`config.mk`:
```
export PLATFORM = sky130hd
export DESIGN_NAME = b9_eval_arbiter_flat
export DESIGN_NICKNAME = d
export VERILOG_FILES = /design/src/rtl/b9_eval_arbiter_if.sv /design/src/rtl/b9_eval_arbiter.sv /design/src/flat_wrapper.sv
export SDC_FILE = /design/constraint.sdc
export NUM_CORES = 1
export LEC_CHECK = 0
export CAP_MARGIN = 20
export CORE_AREA = 2 2 102 104
export DETAILED_ROUTE_END_ITERATION = 12
export DIE_AREA = 0 0 104 106
export DONT_BUFFER_PORTS = 1
export GPL_TIMING_DRIVEN = 0
export PLACE_DENSITY_LB_ADDON = 0.08
export SLEW_MARGIN = 10
export SYNTH_ARGS = -nofsm -noshare
export SYNTH_HDL_FRONTEND = slang
export SYNTH_SLANG_ARGS = --single-unit
```
`constraint.sdc`:
```
create_clock -name clk -period 2.1 [get_ports clk]
set_clock_uncertainty 0.15 [all_clocks]
set_input_delay 0.63 -clock clk [delete_from_list [all_inputs] [get_ports clk]]
set_output_delay 0.63 -clock clk [all_outputs]
set_load 0.1 [all_outputs]
```
`src/rtl/b9_eval_arbiter_if.sv`:
```
// Request/response bundle between NREQ requesters, the shared b9 core and the arbiter.
// The arbiter side uses the slave modport; requesters/core model use master.
interface b9_eval_arbiter_if #(
    parameter int NREQ = 4
);
    logic [NREQ-1:0]      req;
    logic [NREQ*41-1:0]   req_vec;
    logic [NREQ-1:0]      gnt;
    logic [40:0]          core_in;
    logic [20:0]          core_out;
    logic [NREQ-1:0]      rsp_valid;
    logic [20:0]          rsp_data;
    logic                 busy;

    modport slave (
        input  req,
        input  req_vec,
        input  core_out,
        output gnt,
        output core_in,
        output rsp_valid,
        output rsp_data,
        output busy
    );

    modport master (
        output req,
        output req_vec,
        output core_out,
        input  gnt,
        input  core_in,
        input  rsp_valid,
        input  rsp_data,
        input  busy
    );
endinterface

```
`src/rtl/b9_eval_arbiter.sv`:
```
// Shares one combinational b9 core among NREQ requesters: grant, settle WAIT cycles, capture.
// Define B9_ARB_RR_EN for round-robin arbitration; otherwise lowest index wins.
module b9_eval_arbiter #(
    parameter int NREQ = 4,
    parameter int WAIT = 1
) (
    input logic           clk,
    input logic           rst_n,
    b9_eval_arbiter_if.slave bus
);
    localparam int IW = (NREQ > 1) ? $clog2(NREQ) : 1;

    typedef enum logic {
        IDLE,
        SETTLE
    } state_t;

    state_t          state_q;
    logic [3:0]      cnt_q;
    logic [IW-1:0]   win_q;
    logic [NREQ-1:0] gnt_q;
    logic [NREQ-1:0] rsp_valid_q;
    logic [40:0]     core_in_q;
    logic [20:0]     rsp_data_q;

    logic [IW-1:0]   win_d;
    logic            any_req;
    logic [40:0]     vec_slice [NREQ];

    generate
        for (genvar gi = 0; gi < NREQ; gi++) begin : g_slice
            assign vec_slice[gi] = bus.req_vec[41*gi +: 41];
        end
    endgenerate

    assign any_req = |bus.req;

`ifdef B9_ARB_RR_EN
    logic [IW-1:0]     ptr_q;
    logic [IW-1:0]     ptr_d;
    logic [2*NREQ-1:0] dbl_req;
    logic [NREQ-1:0]   rot_req;
    logic [IW-1:0]     off;
    logic [IW:0]       sum;

    // Rotate so the pointer position becomes bit 0, then take the lowest set bit.
    always_comb begin
        dbl_req = {bus.req, bus.req} >> ptr_q;
        rot_req = dbl_req[NREQ-1:0];
        off     = '0;
        for (int i = NREQ - 1; i >= 0; i--) begin
            if (rot_req[i]) begin
                off = IW'(i);
            end
        end
        sum = {1'b0, ptr_q} + {1'b0, off};
        if (sum >= (IW+1)'(NREQ)) begin
            sum = sum - (IW+1)'(NREQ);
        end
        win_d = sum[IW-1:0];
        ptr_d = (win_d == IW'(NREQ - 1)) ? '0 : win_d + 1'b1;
    end
`else
    always_comb begin
        win_d = '0;
        for (int i = NREQ - 1; i >= 0; i--) begin
            if (bus.req[i]) begin
                win_d = IW'(i);
            end
        end
    end
`endif

    always_ff @(posedge clk or negedge rst_n) begin
        if (!rst_n) begin
            state_q     <= IDLE;
            cnt_q       <= '0;
            win_q       <= '0;
            gnt_q       <= '0;
            rsp_valid_q <= '0;
            core_in_q   <= '0;
            rsp_data_q  <= '0;
`ifdef B9_ARB_RR_EN
            ptr_q       <= '0;
`endif
        end else begin
            gnt_q       <= '0;
            rsp_valid_q <= '0;
            case (state_q)
                IDLE: begin
                    if (any_req) begin
                        gnt_q     <= {{(NREQ-1){1'b0}}, 1'b1} << win_d;
                        win_q     <= win_d;
                        core_in_q <= vec_slice[win_d];
                        cnt_q     <= 4'(WAIT);
                        state_q   <= SETTLE;
`ifdef B9_ARB_RR_EN
                        ptr_q     <= ptr_d;
`endif
                    end
                end
                SETTLE: begin
                    // core_in_q is frozen here, so requester activity cannot disturb the result.
                    if (cnt_q != 4'd0) begin
                        cnt_q <= cnt_q - 4'd1;
                    end else begin
                        rsp_data_q  <= bus.core_out;
                        rsp_valid_q <= {{(NREQ-1){1'b0}}, 1'b1} << win_q;
                        state_q     <= IDLE;
                    end
                end
                default: state_q <= IDLE;
            endcase
        end
    end

    assign bus.gnt       = gnt_q;
    assign bus.core_in   = core_in_q;
    assign bus.rsp_valid = rsp_valid_q;
    assign bus.rsp_data  = rsp_data_q;
    assign bus.busy      = (state_q == SETTLE);

endmodule

```
`src/flat_wrapper.sv`:
```
// flat-port wrapper written by rule: the top's interface ports become plain ports
module b9_eval_arbiter_flat 
#(
    parameter int NREQ = 4,
    parameter int WAIT = 1
)
  (clk, rst_n, bus_req, bus_req_vec, bus_core_out, bus_gnt, bus_core_in, bus_rsp_valid, bus_rsp_data, bus_busy);
  b9_eval_arbiter_if #(.NREQ(NREQ)) bus_i ();
  input logic clk;
  input logic rst_n;
  input wire logic [$bits(bus_i.req)-1:0] bus_req;
  input wire logic [$bits(bus_i.req_vec)-1:0] bus_req_vec;
  input wire logic [$bits(bus_i.core_out)-1:0] bus_core_out;
  output wire logic [$bits(bus_i.gnt)-1:0] bus_gnt;
  output wire logic [$bits(bus_i.core_in)-1:0] bus_core_in;
  output wire logic [$bits(bus_i.rsp_valid)-1:0] bus_rsp_valid;
  output wire logic [$bits(bus_i.rsp_data)-1:0] bus_rsp_data;
  output wire logic [$bits(bus_i.busy)-1:0] bus_busy;
  assign bus_i.req = bus_req;
  assign bus_i.req_vec = bus_req_vec;
  assign bus_i.core_out = bus_core_out;
  assign bus_gnt = bus_i.gnt;
  assign bus_core_in = bus_i.core_in;
  assign bus_rsp_valid = bus_i.rsp_valid;
  assign bus_rsp_data = bus_i.rsp_data;
  assign bus_busy = bus_i.busy;
  b9_eval_arbiter #(.NREQ(NREQ), .WAIT(WAIT)) u_core (.clk(clk), .rst_n(rst_n), .bus(bus_i));
endmodule
```
Word level (Yosys, flattened, before mapping)
Cells that the tools add are included.
- add/subtract/negate cells: 1
- $lt $le $gt $ge: 1
- equal/unequal tests: 2
- shift operators: 2
- mux-type cells: 17
- bitwise gates (word level): 3
- reduce and logical (&&, ||, !) cells: 5
- operators by type and width (kind ; number):
    binary-select mux 41 bit (select 2 bit) ; 1
    2-to-1 mux 41 bit ; 2
    2-to-1 mux 4 bit ; 6
    2-to-1 mux 2 bit ; 4
    one-hot mux 4 bit (2 select lines) ; 1
    << shifter 1 x 2 -> 4 bit, first input constant ; 2
    AND reduction 2 bit ; 3
    nonzero test 4 bit ; 1
    OR reduction 4 bit ; 1
    subtractor 4 x 1 -> 4 bit, second input constant ; 1
    greater-or-equal comparator 3 bit, second input constant ; 1
    inverter 2 -> 3 bit ; 1
    2-to-1 mux 1 bit ; 2
    != test 2 x 1 -> 1 bit, second input constant ; 1
    != test 2 bit, second input constant ; 1
    inverter 1 bit ; 2
    one-hot mux 1 bit (2 select lines) ; 1
- register bits after elaboration: 77
- logic and storage cells: 38

Logic depth before layout (Yosys ltp)
Gate-level depths: netlist (run 1).
- depth after elaboration: 8
- mapped depth: 7

Worst setup path before layout (run 1)
Ideal clock, no wire load.
- path type: register -> register
- start: register u_core.state_q (netlist: u_core.bus.busy)
- end: register u_core.rsp_data_q[17] (netlist: u_core.bus.rsp_data[17])
- data arrival time: 2.013 ns
- data required time: 1.825 ns
- slack: -0.189 ns
- stages on the path, launching flop included: 5
- path buffers: 2
- period minus slack after synthesis: 2.289 ns
- cell sequence: dfrtp_1 -> and4bb_2 -> buf_2 -> buf_2 -> mux2_2
- longest elaborated chain between the ends: 1
- RTL lines (element ; line ; source):
    start: declaration ; b9_eval_arbiter.sv:18 ; state_t state_q;
    start signal: assignment ; b9_eval_arbiter.sv:76 ; state_q <= IDLE;
    start signal: assignment ; b9_eval_arbiter.sv:96 ; state_q <= SETTLE;
    start signal: assignment ; b9_eval_arbiter.sv:109 ; state_q <= IDLE;
    AND reduction 2 bit (no line) ; -- ;
    end signal: assignment ; b9_eval_arbiter.sv:107 ; rsp_data_q <= bus.core_out;
    end: declaration ; b9_eval_arbiter.sv:24 ; logic [20:0] rsp_data_q;
Every way passes these cells.
A chain may end at the register's enable or synchronous reset.

Worst setup path in the final report (run 1)
- start: register u_core.core_in_q[7] (netlist: u_core.bus.core_in[7])
- end: output bus_core_in[7]
- RTL lines (element ; line ; source):
    start: declaration ; b9_eval_arbiter.sv:23 ; logic [40:0] core_in_q;
    start signal: assignment ; b9_eval_arbiter.sv:94 ; core_in_q <= vec_slice[win_d];
    end: declaration ; flat_wrapper.sv:15 ; output wire logic [$bits(bus_i.core_in)-1:0] bus_core_in;
No word-level cell between the ends.

==> reports/qor.csv, run 1 <==
metric,value,unit
io_buffers,0,
clkLatencyLatePin,0.36,ns
start_kind,flip-flop,
yosys-top-cells-count,"a21oi_1, dfrtp_1, inv_1, nor2b_1",
path_clk_slew,0.09,ns
core,0.01000,sq mm
ant_nets,0,
p_per_area,1899,mW/mm^2
post-route-util,54.73,%
p_leak,0.002354,uW
pre_cts_slack,-0.1559,ns
numCtsBuffers,9,
route.met2.wl,7.933,mm
crit_fanout,2,
met1Wirelength,6.356,mm
synth_top_area_share,38.57,%
overflow,0,
synth_area_leaders,"dfrtp_1, a21oi_1, a22o_1",
dieArea,0.01102,sq mm
synth_top_area_cell,dfrtp_1,
seqCellArea,0.001981,sq mm
vias,4479,
post-cts-setup-buffer-count,0,
synth_area,0.004996,sq mm
rows,37,
area_growth,9.542,%
drc,0,
finalMaxSlewViolations,0,
grt_first_pass_wirelength,24.40,mm
worstPathRequired,1.32,ns
rsz0062_at_grt,no,
outcome,"complete, but fails checks",
end_kind,output pin,
clockBufferDepth,2,
fin_ws,0.01889,ns
dp_hpwl,12.23,mm
io_pins,262,
grt_max_degree,78,
violations,negative hold slack,
synth_seq_area_share,38.57,%
max_cap_viol_count,0,
ir_drop,0.8545,mV
synth.net_count,762,
finalHoldViolCount,77,
drt-total-wl,16.08,mm
cts.sinks,77,
drt-wirelength-per-cell,22.24,um
fmax,480.5,MHz
grt_pass1_vias,4582,
fin_crit_sh,99.10,%
nets,773,
antenna_found_initial,1,
post-place-cells,706,
viasPerCell,6.195,
min_path_type,primary input to async pin,
first_pass_iters,4,
min_period,2.081,ns
wl_met3,1.244,mm
start_util,49.96,%
cp_data_arrival_time,1.30,ns
syn_avg_cell_area,8.765,sq um
highest_layer,met4,
criticalPathCategory,flip-flop to output pin,
synth_edf_count,0,
ff2ff_path_depth,4,
cts_tree,done,
yosysUniqueCellTypes,36,
cp.depth,0,
fillCellCount,954,
gp_congestion,0.9188,
worstMarginPinSlew,0.8985,ns
synth_top_flop_cell,dfrtp_1,
relSlewSlack,40.10,%
synthArstFlopShare,100.0,%
multiInputGateArea,0.002640,sq mm
synthesis.instances,570,
yosys_warnings,0,
htreeDepth,3,
finalSetupViolCount,0,
drt_iter0_markers,206,
hold_ws,-0.1947,ns
die_w,104,um
clock-root-buffer,clkbuf_8,
synth_most_common_cell,a21oi_1,
grtUsageTotal,28.39,%
ys_seq_elements,77,
final_cells,723,
drive_gt1_share,17.44,%
die_h,106,um
-- area by class of cell --
type                       count  area share (%)
multi-input combinational    386           48.24
inverter                      48           3.292
buffer                        59           4.755
clock buffer                   9           2.263
clock inverter                 6           2.058
sequential                    77           36.19
tap                          136           3.109
antenna                        2         0.09145
-- per-layer routing --
| metal | GRT usage [%] | vias to the layer above |
|---|---|---|
| li1 | - | 2079 |
| met1 | 33.66 | 2142 |
| met2 | 48.40 | 220 |
| met3 | 7.480 | 38 |
| met4 | 12.93 | 0 |
| met5 | 0 | - |
-- state kept, by name (all words and copies together), names as in the netlist --
name,count
u_core.win_q,2
u_core.bus.rsp_data,21
u_core.bus.rsp_valid,4
u_core.bus.core_in,41
u_core.cnt_q,4
u_core.bus.busy,1
u_core.bus.gnt,4
-- cell usage in the layout (no fill, tap or decap), types with 4 or more instances in the layout --
cell type / Yosys / final
nand2_1: 4 / 4
o21ai_0: 41 / 41
inv_1: 48 / 48
dfrtp_1: 77 / 36
and3b_1: 41 / 41
a21oi_1: 83 / 83
clkbuf_2: 0 / 5
mux2_2: 21 / 21
a22o_1: 41 / 41
nor2_1: 8 / 8
a31oi_1: 41 / 41
nand3b_1: 41 / 41
clkbuf_1: 39 / 34
clkbuf_8: 0 / 9
dfrtp_2: 0 / 40
buf_2: 16 / 14
nor2b_1: 42 / 42
-- cell families after synthesis --
kind of cell / count (synthesis) / synth area share [%]
buf+inv: 107 / 8.590
flops: 77 / 38.57
compound gates: 218 / 26.72
fa+ha+maj: 1 / 0.2504
simple gates: 146 / 21.14
mux: 21 / 4.733
-- stage by stage --
step	instance area [sq um]	total power, uW	hold WS, ns	setup TNS, ns
2_1_floorplan	4997	8417	0.1844	0
3_3_place_gp	5167	8891	0.1859	-1.511
3_5_place_dp	5167	8975	0.1861	-3.500
4_1_cts	5446	10390	-0.2097	0
5_1_grt	5470	10750	-0.2095	0
6_report	5473	10390	-0.1947	0
-- final timing paths --
| kind | slack [ns] | start | end |
|---|---|---|---|
| worst max-delay path | 0.02 | u_core.bus.core_in[7] | bus_core_in[7] |
| worst min-delay path | -0.19 | rst_n | u_core.bus.core_in[38] |
| worst max register to register | 0.10 | u_core.bus.busy | u_core.bus.rsp_data[18] |
| worst min register to register | 0.35 | u_core.win_q[1] | u_core.bus.rsp_valid[0] |
| max in group asynchronous | 1.84 | rst_n | u_core.bus.core_in[12] |
| min in group clk | 0.27 | bus_core_out[2] | u_core.bus.rsp_data[2] |
-- power by group --
| part | switching, uW | internal, uW |
|---|---|---|
| registers | 5080 | 2160 |
| logic | 931 | 857 |
| clock network | 581 | 785 |
| total | 6600 | 3800 |
-- repair_timing --
item	CTS	global route
endpoints found under the setup margin	64	24
resized for setup	33	19
hold endpoints to repair	77	77
(Power assumes the default switching activity.)
==> run 2: changes to the inputs <==
Settings changed: GPL_TIMING_DRIVEN 0 to default, SETUP_SLACK_MARGIN from default to 0.2.
Clock period 2.1 ns to 2.3 ns, I/O delays scaled along.
==> run 2 against run 1 <==
The run still ends with negative hold slack left; sequential share of layout area down 1.6 points; sequential cell count unchanged; hold slack better by 0.071 ns; register-to-register slack better by 0.39 ns; clock power fell by 11%; non-clock buffer count down 2; largest cell class unchanged.
==> reports/qor.csv, run 2 (same netlist as run 1, synthesis figures left out) <==
metric,value,unit,change
outcome,"complete, but fails checks",,unchanged
violations,negative hold slack,,unchanged
relSlewSlack,35.74,%,was 40.10%
die_h,106,um,unchanged
clockBufferDepth,2,,unchanged
cts_tree,done,,unchanged
io_buffers,0,,unchanged
min_path_type,primary input to async pin,,unchanged
fin_crit_sh,89.25,%,
grt_pass1_vias,4191,,was 4582
fmax,487.1,MHz,
rsz0062_at_grt,no,,unchanged
cp_cell_sequence,buf_4,,
worstPathRequired,1.46,ns,was 1.32 ns
finalHoldViolCount,77,,unchanged
timing.rr.start,u_core.bus.busy,,unchanged
end_kind,output pin,,unchanged
p_per_area,1755,mW/mm^2,was 1899 mW/mm^2
crit_fanout,14,,was 2
first_pass_iters,4,,unchanged
gp_congestion,0.9134,,was 0.9188
grtUsageTotal,23.59,%,was 28.39%
nets,771,,was 773
cts.sinks,77,,unchanged
drt-total-wl,13.61,mm,was 16.08 mm
die_w,104,um,unchanged
cpMaxStageDelayCell,dfrtp_2,,
path_buf_inv,1,,
finalMaxSlewViolations,0,,unchanged
criticalPathCategory,flip-flop to output pin,,unchanged
largest_reg_flops,41,,unchanged
cp-startpoint,u_core.bus.busy,,was u_core.bus.core_in[7]
p_leak,0.002511,uW,was 0.002354 uW
drive_gt1_share,20.75,%,was 17.44%
rows,37,,unchanged
core,0.01000,sq mm,unchanged
overflow,0,,unchanged
grt_first_pass_wirelength,20.93,mm,was 24.40 mm
start_kind,flip-flop,,unchanged
dp_hpwl,9.534,mm,was 12.23 mm
slowest_delay,0.52,ns,
antenna_cells,0,,was 2
finalSetupViolCount,0,,unchanged
htreeDepth,3,,unchanged
vias,4361,,was 4479
clkLatencyLatePin,0.35,ns,was 0.36 ns
setup_tns,0,ns,unchanged
drt_iter0_markers,147,,was 206
area_growth,13.00,%,was 9.542%
antenna_found_initial,0,,was 1
grt_max_degree,130,,was 78
final_common_cell,a21oi_1,,unchanged
drc,0,,unchanged
max_cap_viol_count,0,,unchanged
post-cts-setup-buffer-count,0,,unchanged
hold_ws,-0.1240,ns,was -0.1947 ns
ant_nets,0,,unchanged
layout_common_cells,"a21oi_1, buf_4, dfrtp_1",,"was a21oi_1, inv_1, nor2b_1"
start_util,49.96,%,unchanged
ir_drop,0.9029,mV,was 0.8545 mV
dieArea,0.01102,sq mm,unchanged
numCtsBuffers,9,,unchanged
io_pins,262,,unchanged
viasPerCell,6.065,,was 6.195
path_clk_slew,0.08,ns,was 0.09 ns
worstMarginPinSlew,0.9616,ns,was 0.8985 ns
path_delay_family,flip-flops,,
drt-wirelength-per-cell,18.93,um,was 22.24 um
cp_data_arrival_time,1.21,ns,was 1.30 ns
min_period,2.053,ns,
clock-root-buffer,clkbuf_8,,unchanged
-- run 2: cell types whose count changed in the layout (fill, tap and decap cells not counted), sizes merged --
cell    previous run  this run
diode              2         0
buf               18        57
clkbuf            50         9
-- run 2: worst paths after layout --
path / endpoint / slack [ns] / cells past startpoint
max: bus_busy / 0.25 / 1
min: u_core.bus.rsp_data[17] / -0.12 / 0
max reg2reg: u_core.bus.core_in[8] / 0.49 / 2
min reg2reg: u_core.bus.rsp_valid[1] / 0.35 / 1
max in group asynchronous: u_core.bus.core_in[14] / 2.00 / 0
min in group clk: u_core.bus.gnt[2] / 0.29 / 1
-- run 2: through the flow --
step | std cells | util [%] | power (uW) | area [sq um] | worst slack (ns)
finish | 719 | 56.46 | 9909 | 5645 | 0.2472
CTS | 719 | 56.46 | 9968 | 5645 | 0.2286
global placement | 704 | 53.83 | 8633 | 5383 | 0.1210
detailed placement | 704 | 53.83 | 8708 | 5383 | 0.1096
floorplan | 570 | - | 7685 | 4997 | 0.3145
global route | 719 | 56.46 | 10290 | 5645 | 0.2097
-- run 2: repair_timing --
action / in CTS / in global routing
hold endpoints to repair: 77 / 77
endpoints found under the setup margin: 21 / 0
resized for setup: 21 / 0
-- run 2: area by class of cell --
| class | count | area [sq um] |
|---|---|---|
| fillers | 944 | 4354 |
| flip-flops and latches | 77 | 1954 |
| inverters | 48 | 180.2 |
| well taps | 136 | 170.2 |
| clock inverters | 6 | 112.6 |
| multi-input cells | 386 | 2651 |
| clock buffers | 9 | 123.9 |
| repair buffers | 57 | 452.9 |
-- run 2: power breakdown --
group	internal [uW]	switching, uW	leakage (uW)	total, uW
combinational	1240	3720	0.00153	4950
sequential	1990	1740	0.000864	3730
clock	717	506	0.000119	1220
-- run 2: metal layers --
metal | track usage (%) | part of all wire, % | vias to the layer above | routed length (um)
met4 | 9.170 | 2.6 | 0 | 355
li1 | - | - | 2074 | -
met1 | 28.79 | 41 | 2078 | 5577
met3 | 5.825 | 7.2 | 28 | 979
met5 | 0 | 0 | - | 0
met2 | 40.32 | 49 | 181 | 6701
==> patch, RTL diff (flow settings as in run 1) <==
`NREQ` is set to 4 in 3 places; all go to 2.
--- a/src/rtl/b9_eval_arbiter_if.sv
+++ b/src/rtl/b9_eval_arbiter_if.sv
@@ -2,5 +2,5 @@
 // The arbiter side uses the slave modport; requesters/core model use master.
 interface b9_eval_arbiter_if #(
-    parameter int NREQ = 4
+    parameter int NREQ = 2
 );
     logic [NREQ-1:0]      req;
--- a/src/rtl/b9_eval_arbiter.sv
+++ b/src/rtl/b9_eval_arbiter.sv
@@ -2,5 +2,5 @@
 // Define B9_ARB_RR_EN for round-robin arbitration; otherwise lowest index wins.
 module b9_eval_arbiter #(
-    parameter int NREQ = 4,
+    parameter int NREQ = 2,
     parameter int WAIT = 1
 ) (
--- a/src/flat_wrapper.sv
+++ b/src/flat_wrapper.sv
@@ -2,5 +2,5 @@
 module b9_eval_arbiter_flat 
 #(
-    parameter int NREQ = 4,
+    parameter int NREQ = 2,
     parameter int WAIT = 1
 )
Ports: changed (resized bus_gnt, bus_req, bus_req_vec and bus_rsp_valid); port bits go from 262 to 174. No check against the original RTL was run, so the function may have changed too.
==> patch against run 1 <==
The flow still finishes with violations (hold timing); area after synthesis decreased by 38%; setup slack improved by 0.013 ns; register-to-register slack improved by 0.05 ns; first-iteration DRC count decreased by 61%; global-route usage decreased by 15 points; count of clock-buffer cells in the layout increased by 1; routed wire length decreased by 53%; design area decreased by 36%; sequential cell count decreased by 5.
Power is not shown: default switching activity piles up to over one toggle a cycle in this logic, so the estimate is an artifact.
==> patch: results (changes against run 1) <==
Timing
- worst max-slew margin expressed relative to the limit: 0.390, was 0.401
- final hold slack: -0.171 ns, was -0.195 ns
- final-report hold violation count: 72, was 77

Layout
- filler cell count: 1031, was 954
- n_diodes: 0, was 2
- proportion of layout cells with a drive suffix above 1: 0.379, was 0.174
- final layout net count: 347, was 773

Routing
- iteration-0 DRC count of the detailed router: 80, was 206
- total length of routed met3 wires: 820 um, was 1.24 mm
- Avg WL per Cell: 20.1 um, was 22.2 um
- total routed wire length on the met1 layer: 3.21 mm, was 6.36 mm
- post-DR vias/cell: 5.19, was 6.20

Critical path
- FF-to-FF setup slack: 0.15 ns, was 0.10 ns
- Reg2Reg Capture Point: u_core.bus.core_in[38], was u_core.bus.rsp_data[18]
- worst r2r path cells: 3, was 4
- capturing element of the worst setup path: bus_core_in[26], was bus_core_in[7]

Global routing
- number of global-route vias before repair: 2041, was 4582
- global-route usage over all layers: 0.136, was 0.284
- grt met2 use: 0.207, was 0.484
- initial antenna violation count: 0, was 1
- met3 global-route usage: 0.0730, was 0.0748
- met1 Use GR: 0.165, was 0.337

Logic synthesis
- net count of the mapped netlist: 336, was 762
- Post-Syn Instances: 228, was 570
- Synth area leaders: sky130_fd_sc_hd__dfrtp_1 58%, sky130_fd_sc_hd__o2bb2ai_1 12%, sky130_fd_sc_hd__a22oi_1 9.9%, was sky130_fd_sc_hd__dfrtp_1 39%, sky130_fd_sc_hd__a21oi_1 8.3%, sky130_fd_sc_hd__a22o_1 7.2%
- share of the synthesized area in compound gates (AO/OA/AOI/OAI): 0.224, was 0.267
- mux cell area share after synthesis: 0.106, was 0.0473

Placement
- HPWL reported at the end of detailed placement: 5.23 mm, was 12.2 mm
- cell total after placement: 364, was 706

Run status
- violated checks: hold timing, unchanged
- result of the run: finished, violations left, unchanged

## patch: metrics by stage
| stage | worst slack [ns] | utilization | cell area (um2) | setup TNS [ns] |
|---|---|---|---|---|
| after floorplan | 0.284 | - | 3100 | 0 |
| after global placement | 0.00759 | 0.327 | 3270 | 0 |
| after detailed placement | -0.00885 | 0.327 | 3270 | -0.00885 |
| after CTS | 0.000427 | 0.348 | 3480 | 0 |
| after global routing | -0.00121 | 0.352 | 3520 | -0.00121 |
| final | 0.0322 | 0.352 | 3520 | 0 |
## patch: what timing repair did
action | in CTS | in global routing
setup endpoints to repair | 19 | 33
endpoints found under the hold margin | 72 | 72
setup buffers | 0 | 0
pin swaps | 0 | 0
resized for setup | 8 | 33
## patch: area by class of cell
class                           count  area, um2  share of cell area
Sequential cell                    72       1850               0.526
Multi-Input combinational cell    130       1150               0.328
Tap cell                          136        170              0.0483
Clock buffer                       10        138              0.0391
Buffer                             23        136              0.0387
Clock inverter                      5       57.6              0.0164
Inverter                            3       11.3             0.00320
